--- config.mk ---
export PLATFORM = sky130hd
export DESIGN_NAME = str_to_float
export DESIGN_NICKNAME = d
export VERILOG_FILES = /design/src/rtl/str_to_float.sv
export SDC_FILE = /design/constraint.sdc
export NUM_CORES = 1
export LEC_CHECK = 0
export ABC_AREA = 1
export BUFFER_PORTS_ARGS = -buffer_cell sky130_fd_sc_hd__buf_2
export CORE_ASPECT_RATIO = 2
export CORE_MARGIN = 10
export CORE_UTILIZATION = 26
export CTS_BUF_LIST = sky130_fd_sc_hd__clkbuf_8
export DETAILED_ROUTE_END_ITERATION = 8
export MAX_ROUTING_LAYER = met4
export REMOVE_ABC_BUFFERS = 1
export SYNTH_ARGS = -nofsm -noshare
export SYNTH_HDL_FRONTEND = slang
export SYNTH_SLANG_ARGS = --single-unit
--- constraint.sdc ---
create_clock -name clk -period 5.8 [get_ports clk]
set_input_delay 0.87 -clock clk [delete_from_list [all_inputs] [get_ports clk]]
set_output_delay 0.87 -clock clk [all_outputs]
set_load 0.005 [all_outputs]
--- src/rtl/str_to_float.sv ---
// Serial ASCII decimal parser: [sign] digits ['.' digits] TERM -> signed 64-bit value scaled by SCALE.
// One character per valid/ready handshake; result or error reported as single-cycle pulses.
module str_to_float #(
    parameter int unsigned INT_DIGITS  = 6,
    parameter int unsigned FRAC_DIGITS = 6,
    parameter int unsigned SCALE       = 1000000,
    parameter logic [7:0]  TERM        = 8'h0D
) (
    input  logic        clk,
    input  logic        reset,
    input  logic [7:0]  char_in,
    input  logic        char_valid,
    output logic        char_ready,
    output logic [63:0] float,
    output logic        validout,
    output logic        error
);

    localparam int unsigned ACC_W   = 20;
    localparam int unsigned OUT_W   = 64;
    localparam int unsigned MAX_DIG = (INT_DIGITS > FRAC_DIGITS) ? INT_DIGITS : FRAC_DIGITS;
    localparam int unsigned CNT_W   = $clog2(MAX_DIG + 1);

    typedef enum logic [2:0] {
        S_SIGN  = 3'd0,
        S_INT   = 3'd1,
        S_FRAC  = 3'd2,
        S_PAD   = 3'd3,
        S_OUT   = 3'd4,
        S_FLUSH = 3'd5
    } state_t;

    state_t             state;
    state_t             state_nx;
    logic [ACC_W-1:0]   int_acc;
    logic [ACC_W-1:0]   frac_acc;
    logic [CNT_W-1:0]   nint;
    logic [CNT_W-1:0]   nfrac;
    logic               negative;
    logic [OUT_W-1:0]   mag;

    logic               accept;
    logic               is_digit;
    logic               is_sign;
    logic               is_dot;
    logic               is_term;
    logic               int_full;
    logic               frac_full;
    logic               no_digits;
    logic [ACC_W-1:0]   digit;

    logic               int_push;
    logic               frac_push;
    logic               neg_set;
    logic               pad_step;
    logic               out_load;
    logic               err_set;
    logic               clear;
    logic               ready_nx;

    function automatic logic [ACC_W-1:0] times10(input logic [ACC_W-1:0] a);
        return (a << 3) + (a << 1);
    endfunction

    // Character classification and counter status
    always_comb begin
        accept    = char_valid && char_ready;
        is_digit  = (char_in >= 8'h30) && (char_in <= 8'h39);
        is_sign   = (char_in == 8'h2B) || (char_in == 8'h2D);
        is_dot    = (char_in == 8'h2E);
        is_term   = (char_in == TERM);
        digit     = ACC_W'(char_in[3:0]);
        int_full  = (nint == CNT_W'(INT_DIGITS));
        frac_full = (nfrac == CNT_W'(FRAC_DIGITS));
        no_digits = (nint == '0) && (nfrac == '0);
        mag       = OUT_W'(int_acc) * OUT_W'(SCALE) + OUT_W'(frac_acc);
    end

    // State register
    always_ff @(posedge clk) begin
        if (reset) begin
            state <= S_SIGN;
        end else begin
            state <= state_nx;
        end
    end

    // Next-state logic
    always_comb begin
        state_nx = state;
        case (state)
            S_SIGN: begin
                if (accept) begin
                    if (is_sign || is_digit) begin
                        state_nx = S_INT;
                    end else if (is_dot) begin
                        state_nx = S_FRAC;
                    end else if (!is_term) begin
                        state_nx = S_FLUSH;
                    end
                end
            end
            S_INT: begin
                if (accept) begin
                    if (is_digit) begin
                        if (int_full) state_nx = S_FLUSH;
                    end else if (is_dot) begin
                        state_nx = S_FRAC;
                    end else if (is_term) begin
                        state_nx = no_digits ? S_SIGN : (frac_full ? S_OUT : S_PAD);
                    end else begin
                        state_nx = S_FLUSH;
                    end
                end
            end
            S_FRAC: begin
                if (accept) begin
                    if (is_digit) begin
                        if (frac_full) state_nx = S_FLUSH;
                    end else if (is_term) begin
                        state_nx = no_digits ? S_SIGN : (frac_full ? S_OUT : S_PAD);
                    end else begin
                        state_nx = S_FLUSH;
                    end
                end
            end
            S_PAD: begin
                if (nfrac == CNT_W'(FRAC_DIGITS - 1)) state_nx = S_OUT;
            end
            S_OUT: begin
                state_nx = S_SIGN;
            end
            S_FLUSH: begin
                if (accept && is_term) state_nx = S_SIGN;
            end
            default: begin
                state_nx = S_SIGN;
            end
        endcase
    end

    // Datapath strobes; a TERM with no digits anywhere in the string is rejected
    always_comb begin
        int_push  = 1'b0;
        frac_push = 1'b0;
        neg_set   = 1'b0;
        pad_step  = 1'b0;
        out_load  = 1'b0;
        err_set   = 1'b0;
        case (state)
            S_SIGN: begin
                int_push = accept && is_digit;
                neg_set  = accept && (char_in == 8'h2D);
                err_set  = accept && is_term;
            end
            S_INT: begin
                int_push = accept && is_digit && !int_full;
                err_set  = accept && is_term && no_digits;
            end
            S_FRAC: begin
                frac_push = accept && is_digit && !frac_full;
                err_set   = accept && is_term && no_digits;
            end
            S_PAD:   pad_step = 1'b1;
            S_OUT:   out_load = 1'b1;
            S_FLUSH: err_set  = accept && is_term;
            default: ;
        endcase
        clear    = out_load || err_set;
        ready_nx = (state_nx == S_SIGN) || (state_nx == S_INT) ||
                   (state_nx == S_FRAC) || (state_nx == S_FLUSH);
    end

    // Accumulators and registered outputs
    always_ff @(posedge clk) begin
        if (reset) begin
            float      <= '0;
            validout   <= 1'b0;
            error      <= 1'b0;
            char_ready <= 1'b1;
            int_acc    <= '0;
            frac_acc   <= '0;
            nint       <= '0;
            nfrac      <= '0;
            negative   <= 1'b0;
        end else begin
            validout   <= out_load;
            error      <= err_set;
            char_ready <= ready_nx;
            if (out_load) begin
                float <= negative ? (OUT_W'(0) - mag) : mag;
            end
            if (clear) begin
                int_acc  <= '0;
                frac_acc <= '0;
                nint     <= '0;
                nfrac    <= '0;
                negative <= 1'b0;
            end else begin
                if (int_push) begin
                    int_acc <= times10(int_acc) + digit;
                    nint    <= nint + CNT_W'(1);
                end
                if (frac_push) begin
                    frac_acc <= times10(frac_acc) + digit;
                    nfrac    <= nfrac + CNT_W'(1);
                end
                if (pad_step) begin
                    frac_acc <= times10(frac_acc);
                    nfrac    <= nfrac + CNT_W'(1);
                end
                if (neg_set) begin
                    negative <= 1'b1;
                end
            end
        end
    end

endmodule

### After elaboration in Yosys (flattened, before gate mapping)

Cells that the tools add are included.

| storage, ports and cells | value |
|---|---|
| register bits | 117 |
| bits in latches | 0 |
| memory bits (writable) | 0 |
| bits in read-only memories | 0 |
| bits of input ports | 11 |
| logic and storage cells | 89 |
| memories kept | 0 |

| cells by class | value |
|---|---|
| add/subtract/negate cells | 8 |
| $mul | 1 |
| divide/modulo/power cells | 0 |
| magnitude comparators | 2 |
| equal/unequal tests | 15 |
| shift-type cells | 0 |
| multiplexer cells | 28 |
| bitwise gates (word level) | 0 |
| reductions and logical operators | 25 |

Operator list:

| operator | number |
|---|---|
| $mux 64 | 1 |
| $mux 3 | 18 |
| $sub 1x41->42 const A | 1 |
| $add 40x20->41 | 1 |
| $add 20x20->20 | 2 |
| $add 20x4->20 | 2 |
| $mux 20 | 2 |
| $mul 20x14->34 const B | 1 |
| $eq 8x6->1 const B | 3 |
| $eq 3x3->1 const B | 6 |
| $pmux 3 s5 | 1 |
| $logic_not 3->1 | 4 |
| $eq 3x2->1 const B | 3 |
| $logic_and 1x1->1 | 9 |
| $eq 8x4->1 const B | 1 |
| $ge 8x6->1 const B | 1 |
| $le 8x6->1 const B | 1 |
| $add 3x1->3 const B | 2 |
| $eq 3x1->1 const B | 2 |
| $logic_or 1x1->1 | 6 |
| $reduce_or 2->1 | 3 |
| $mux 1 | 4 |
| $pmux 1 s2 | 2 |
| $logic_not 1->1 | 2 |
| $reduce_bool 2->1 | 1 |

### Logic depth before layout (Yosys ltp)

| depth | value |
|---|---|
| depth after elaboration | 12 |
| gate-level depth with buffers | 39 |
| mapped depth without buffers | 39 |

### Worst setup path after synthesis

OpenSTA, ideal clock, no wires.

| path | value |
|---|---|
| kind | reg-to-reg |
| start point | register int_acc[0] |
| end point | register float[40] |
| setup time | 0.113 ns |
| data arrival time | 5.836 ns |
| required time | 5.687 ns |
| setup slack | -0.149 ns |
| stages on the path, launching flop included | 34 |
| buffers on the path | 0 |
| period minus slack after synthesis | 5.949 ns |
| cell sequence | dfxtp_1 -> ha_1 -> ha_1 -> inv_1 -> fa_1 -> fa_1 -> inv_1 -> ha_1 -> inv_1 -> fa_1 -> inv_1 -> ha_1 -> nand2_1 -> inv_2 -> nand2_1 -> nand2_1 -> inv_1 -> nand3_1 -> xor2_1 -> ha_1 -> nand2_1 -> nor2_1 -> nand4_1 -> o21ai_1 -> nand3_2 -> nor2_1 -> xnor2_1 -> nand2_1 -> inv_2 -> nand3_2 -> o21ai_4 -> nand3_1 -> nand3_1 -> nand2_1 |

| between the ends | value |
|---|---|
| word-level cells in the longest chain between the ends | 4 |

RTL lines:

| item | RTL line | RTL |
|---|---|---|
| from (decl) | 35 | `logic [ACC_W-1:0] int_acc;` |
| from (signal assigned) | 201 | `int_acc <= times10(int_acc) + digit;` |
| $mul 20x14->34 (*) | 76 | `mag = OUT_W'(int_acc) * OUT_W'(SCALE) + OUT_W'(frac_acc);` |
| $add 40x20->41 (*) | 76 |  |
| $sub 1x41->42 | 191 | `float <= negative ? (OUT_W'(0) - mag) : mag;` |
| $mux 64 (*) | 191 |  |
| to (signal assigned) | 191 |  |
| to (decl) | 14 | `output logic [63:0] float,` |

Every way passes the cells marked *; elsewhere a longest branch is shown, timed or not.
A chain may end at the register's enable or synchronous reset.

### Final worst setup path

| path | value |
|---|---|
| start point | register int_acc[2] |
| end point | register float[40] |

Same word-level chain as after synthesis.

==> results by group <==
Outcome
  • Status: complete, but fails checks
  • Failing checks: setup timing

STA
  • Worst slew pin tran: around 0.97 ns
  • Max transition margin: about a third
  • Final cycle utilization of the critical path: 103%
  • PnR worst setup slack: -0.155 ns
  • Max Freq: 168 MHz
  • Final Skew: 0.0303 ns
  • Slew Limit Fails: 0
  • Final min period: 5.95 ns
  • RSZ-0062 raised after global routing: yes
  • Final hold viol count: 0
  • Hold_ws: 0.455 ns
  • Final Setup Violations: 13

Setup path
  • Worst reg2reg endpoint: float[40]$_SDFFE_PP0P_
  • Worst R2R Path Depth: 30
  • Cell with the largest stage delay on the worst path: fa_1
  • CP Max Fanout: 5
  • Worst setup EP type: flip-flop
  • R2R Path Start: int_acc[2]$_SDFFE_PP0P_
  • Worst EP arrival: around 6.4 ns
  • Register-to-register setup slack: -0.15 ns
  • Most used cell, CP: fa_1
  • Crit-path max cell delay: 0.52 ns
  • Worst Setup Path Type: reg -> reg
  • Required @ worst endpoint: 6.20 ns
  • Crit start category: flip-flop

Route
  • DRT antenna net count: 0
  • Vias per std cell: 4.51
  • Drt first-iter violations: 463
  • Pre-antenna DRT Iters: 5
  • Final wirelength: 40100 microns
  • DR vias: 13147
  • DR WL/cell: 13.8 microns
  • # DRC: 0

Layout
  • Utilization after layout: 33.1%
  • Fill count: 5597
  • Nets: 2515
  • Share of cells above drive strength 1: 24.4%
  • Finished Layout Cells: 2913
  • Layout area overhead: 26.6%

Yosys
  • Avg Inst Size Synth: 6.75 sq um
  • #FFs+latches synth: 95
  • Synth Cell Area: 0.0135 sq mm
  • Synth Flop Type: dfxtp_1
  • Cell taking the most area after synthesis: ha_1
  • Fraction of registers with async set or reset after synthesis: 0%
  • Synth unique cells: 55
  • Mapped Cells: 2001
  • Synth Warn #: 0
  • Synth area leaders: ha_1, nand2_1, dfxtp_1
  • Share of the synthesized area in the top cell type: between 10% and 20%
  • EDFF count, synth: 0
  • Seq/Total Area, Yosys: 14.1%

CTS
  • Clk root buf: clkbuf_8
  • H-tree Lvls: 3
  • CTS tree: built
  • Buffer levels on the longest clock path: 2
  • Clk sinks: 95
  • CTS clk-pin slew, worst paths: 0.12 ns
  • CTS Hold Bufs: 0
  • Worst skew pair latency: 0.47 ns
  • CTS buffer count: 9

Placement
  • Pre-CTS WS: -0.550 ns
  • I/O Buffers: 77
  • RD Place Congestion: 0.918
  • Placed insts: 2872
  • Hpwl dp: 34200 microns

Die
  • IO Pins: 78
  • Site Rows: 118
  • Core area: slightly above 0.05 sq mm
  • Die Ht: 342 microns
  • Die X: 181 microns
  • Starting Density: 26.1%
  • Die ar.: 0.0620 sq mm

Global route
  • All-Layer GR Usage: 13.2%
  • Initial antenna violation count: 1
  • Largest net degree at the start of global routing: 43
  • Vias in the first global route: around 13000
  • GRT Residual Overflow: 0
  • First-pass GRT wire length: 64700 microns

Worst hold path
  • Hold path cells: 2
  • Hold Path Origin: float[33]$_SDFFE_PP0P_
  • Hold EP: float[33]$_SDFFE_PP0P_
  • Path category of the worst min-delay check: reg -> reg

Pwr
  • Worst vdd ir: 0.174 mV
  • Power per cell area: 132 mW/mm^2
  • Pwr Total: 2.27 mW
  • Leak: 9.43 nW

Job
  • Max Cap Viol: 0
-- state kept, by name, indices dropped and copies added, names as in the netlist --
register    flops
char_ready      1
int_acc        20
nfrac           3
nint            3
frac_acc       20
float          42
validout        1
state           3
error           1
negative        1
-- power by group --
| part | internal (mW) | switching [mW] |
|---|---|---|
| combinational | 0.448 | 0.637 |
| sequential | 0.672 | 0.0256 |
| clock | 0.164 | 0.319 |
-- routing by layer --
metal	routed length (microns)	up-vias	part of all wire (%)	track usage, %
met5	0	-	0	-
met1	12800	6040	32	10.2
met2	24000	200	60	27.6
met4	2270	0	5.6	7.96
met3	1030	104	2.6	1.77
li1	-	6803	-	-
-- cells in the mapped netlist, types with 2 or more instances --
cell type / number
o31ai_1: 2
nand2_2: 31
nand3_1: 100
dfxtp_1: 95
nor2_4: 7
nor4_1: 7
xor2_2: 3
o211ai_1: 5
xor2_1: 58
nand3_2: 10
nand2_4: 4
o21bai_1: 3
fa_1: 80
buf_2: 2
clkbuf_1: 19
nand2_1: 524
nor3_1: 20
nor2_1: 141
clkinv_1: 4
a21o_1: 3
xnor2_1: 32
inv_1: 343
a21oi_1: 100
o2111ai_1: 2
o21ai_1: 7
buf_4: 23
or2_2: 2
a211oi_1: 13
a31oi_1: 5
o21ai_0: 94
nor2_2: 19
inv_2: 12
ha_1: 177
nand4_1: 26
nand3b_1: 4
o21ai_2: 2
a21boi_0: 2
a32o_1: 2
and2_1: 2
-- per-stage QoR --
step | setup TNS (ns) | cell area (sq um)
6_report | -1.33 | 17100
3_3_place_gp | -4.85 | 15800
5_1_grt | -6.31 | 17100
2_1_floorplan | -1.73 | 13200
4_1_cts | -0.915 | 16600
3_5_place_dp | -6.70 | 15800
-- worst max-delay path by stage --
stage	from	endpoint	cells past startpoint
2_1_floorplan	int_acc[0]$_SDFFE_PP0P_	float[40]$_SDFFE_PP0P_	33
3_3_place_gp	int_acc[1]$_SDFFE_PP0P_	float[35]$_SDFFE_PP0P_	33
3_5_place_dp	int_acc[1]$_SDFFE_PP0P_	float[35]$_SDFFE_PP0P_	37
4_1_cts	int_acc[2]$_SDFFE_PP0P_	float[40]$_SDFFE_PP0P_	31
5_1_grt	int_acc[2]$_SDFFE_PP0P_	float[40]$_SDFFE_PP0P_	35
6_report	int_acc[2]$_SDFFE_PP0P_	float[40]$_SDFFE_PP0P_	30
-- placed cells by master (no fill, tap or decap), drive strengths merged, types with 4 or more instances in the layout --
cell | netlist | final
a211oi | 13 | 13
a21oi | 101 | 101
a31oi | 5 | 5
buf | 27 | 281
clkbuf | 19 | 9
clkinv | 5 | 8
dfxtp | 95 | 95
fa | 80 | 80
ha | 177 | 177
inv | 355 | 358
nand2 | 559 | 559
nand3 | 110 | 110
nand3b | 4 | 4
nand4 | 26 | 26
nor2 | 167 | 167
nor3 | 20 | 20
nor4 | 7 | 7
o211ai | 5 | 5
o21ai | 104 | 104
xnor2 | 33 | 33
xor2 | 62 | 62
-- cell type report --
type | instances | area [sq um] | area share [%]
clock buffer | 9 | 124 | 0.724
timing repair buffer | 281 | 1990 | 11.6
tap | 660 | 826 | 4.83
antenna | 1 | 2.50 | 0.0146
clock inverter | 7 | 66.3 | 0.388
inverter | 360 | 1370 | 7.99
sequential | 95 | 1920 | 11.2
multi-input combinational | 1500 | 10800 | 63.2
-- what timing repair did --
item	in CTS	in global routing
setup buffers	13	11
resized for setup	124	108
setup endpoints to repair	19	20
pin swaps	76	105
cloned	0	0
-- logic make-up after synthesis --
kind of cell               count (synthesis)  synth area share [%]
AOI/OAI and AO/OA                        249                  10.2
xor gates and xnor gates                  95                  6.52
adders and majority gates                257                  28.2
buffers and inverters                    406                  12.0
DFF                                       95                  14.1
and+or+nand+nor                          899                  28.9
-- worst max-delay path, delay by kind of cell, from the launching register on --
kind | cells | cell delay [ns]
adders and majority gates | 8 | 3.21
and+or+nand+nor | 16 | 1.57
DFF | 1 | 0.39
buffers and inverters | 4 | 0.30
AOI/OAI and AO/OA | 1 | 0.25
xor gates and xnor gates | 1 | 0.19
(Power assumes the default switching activity.)
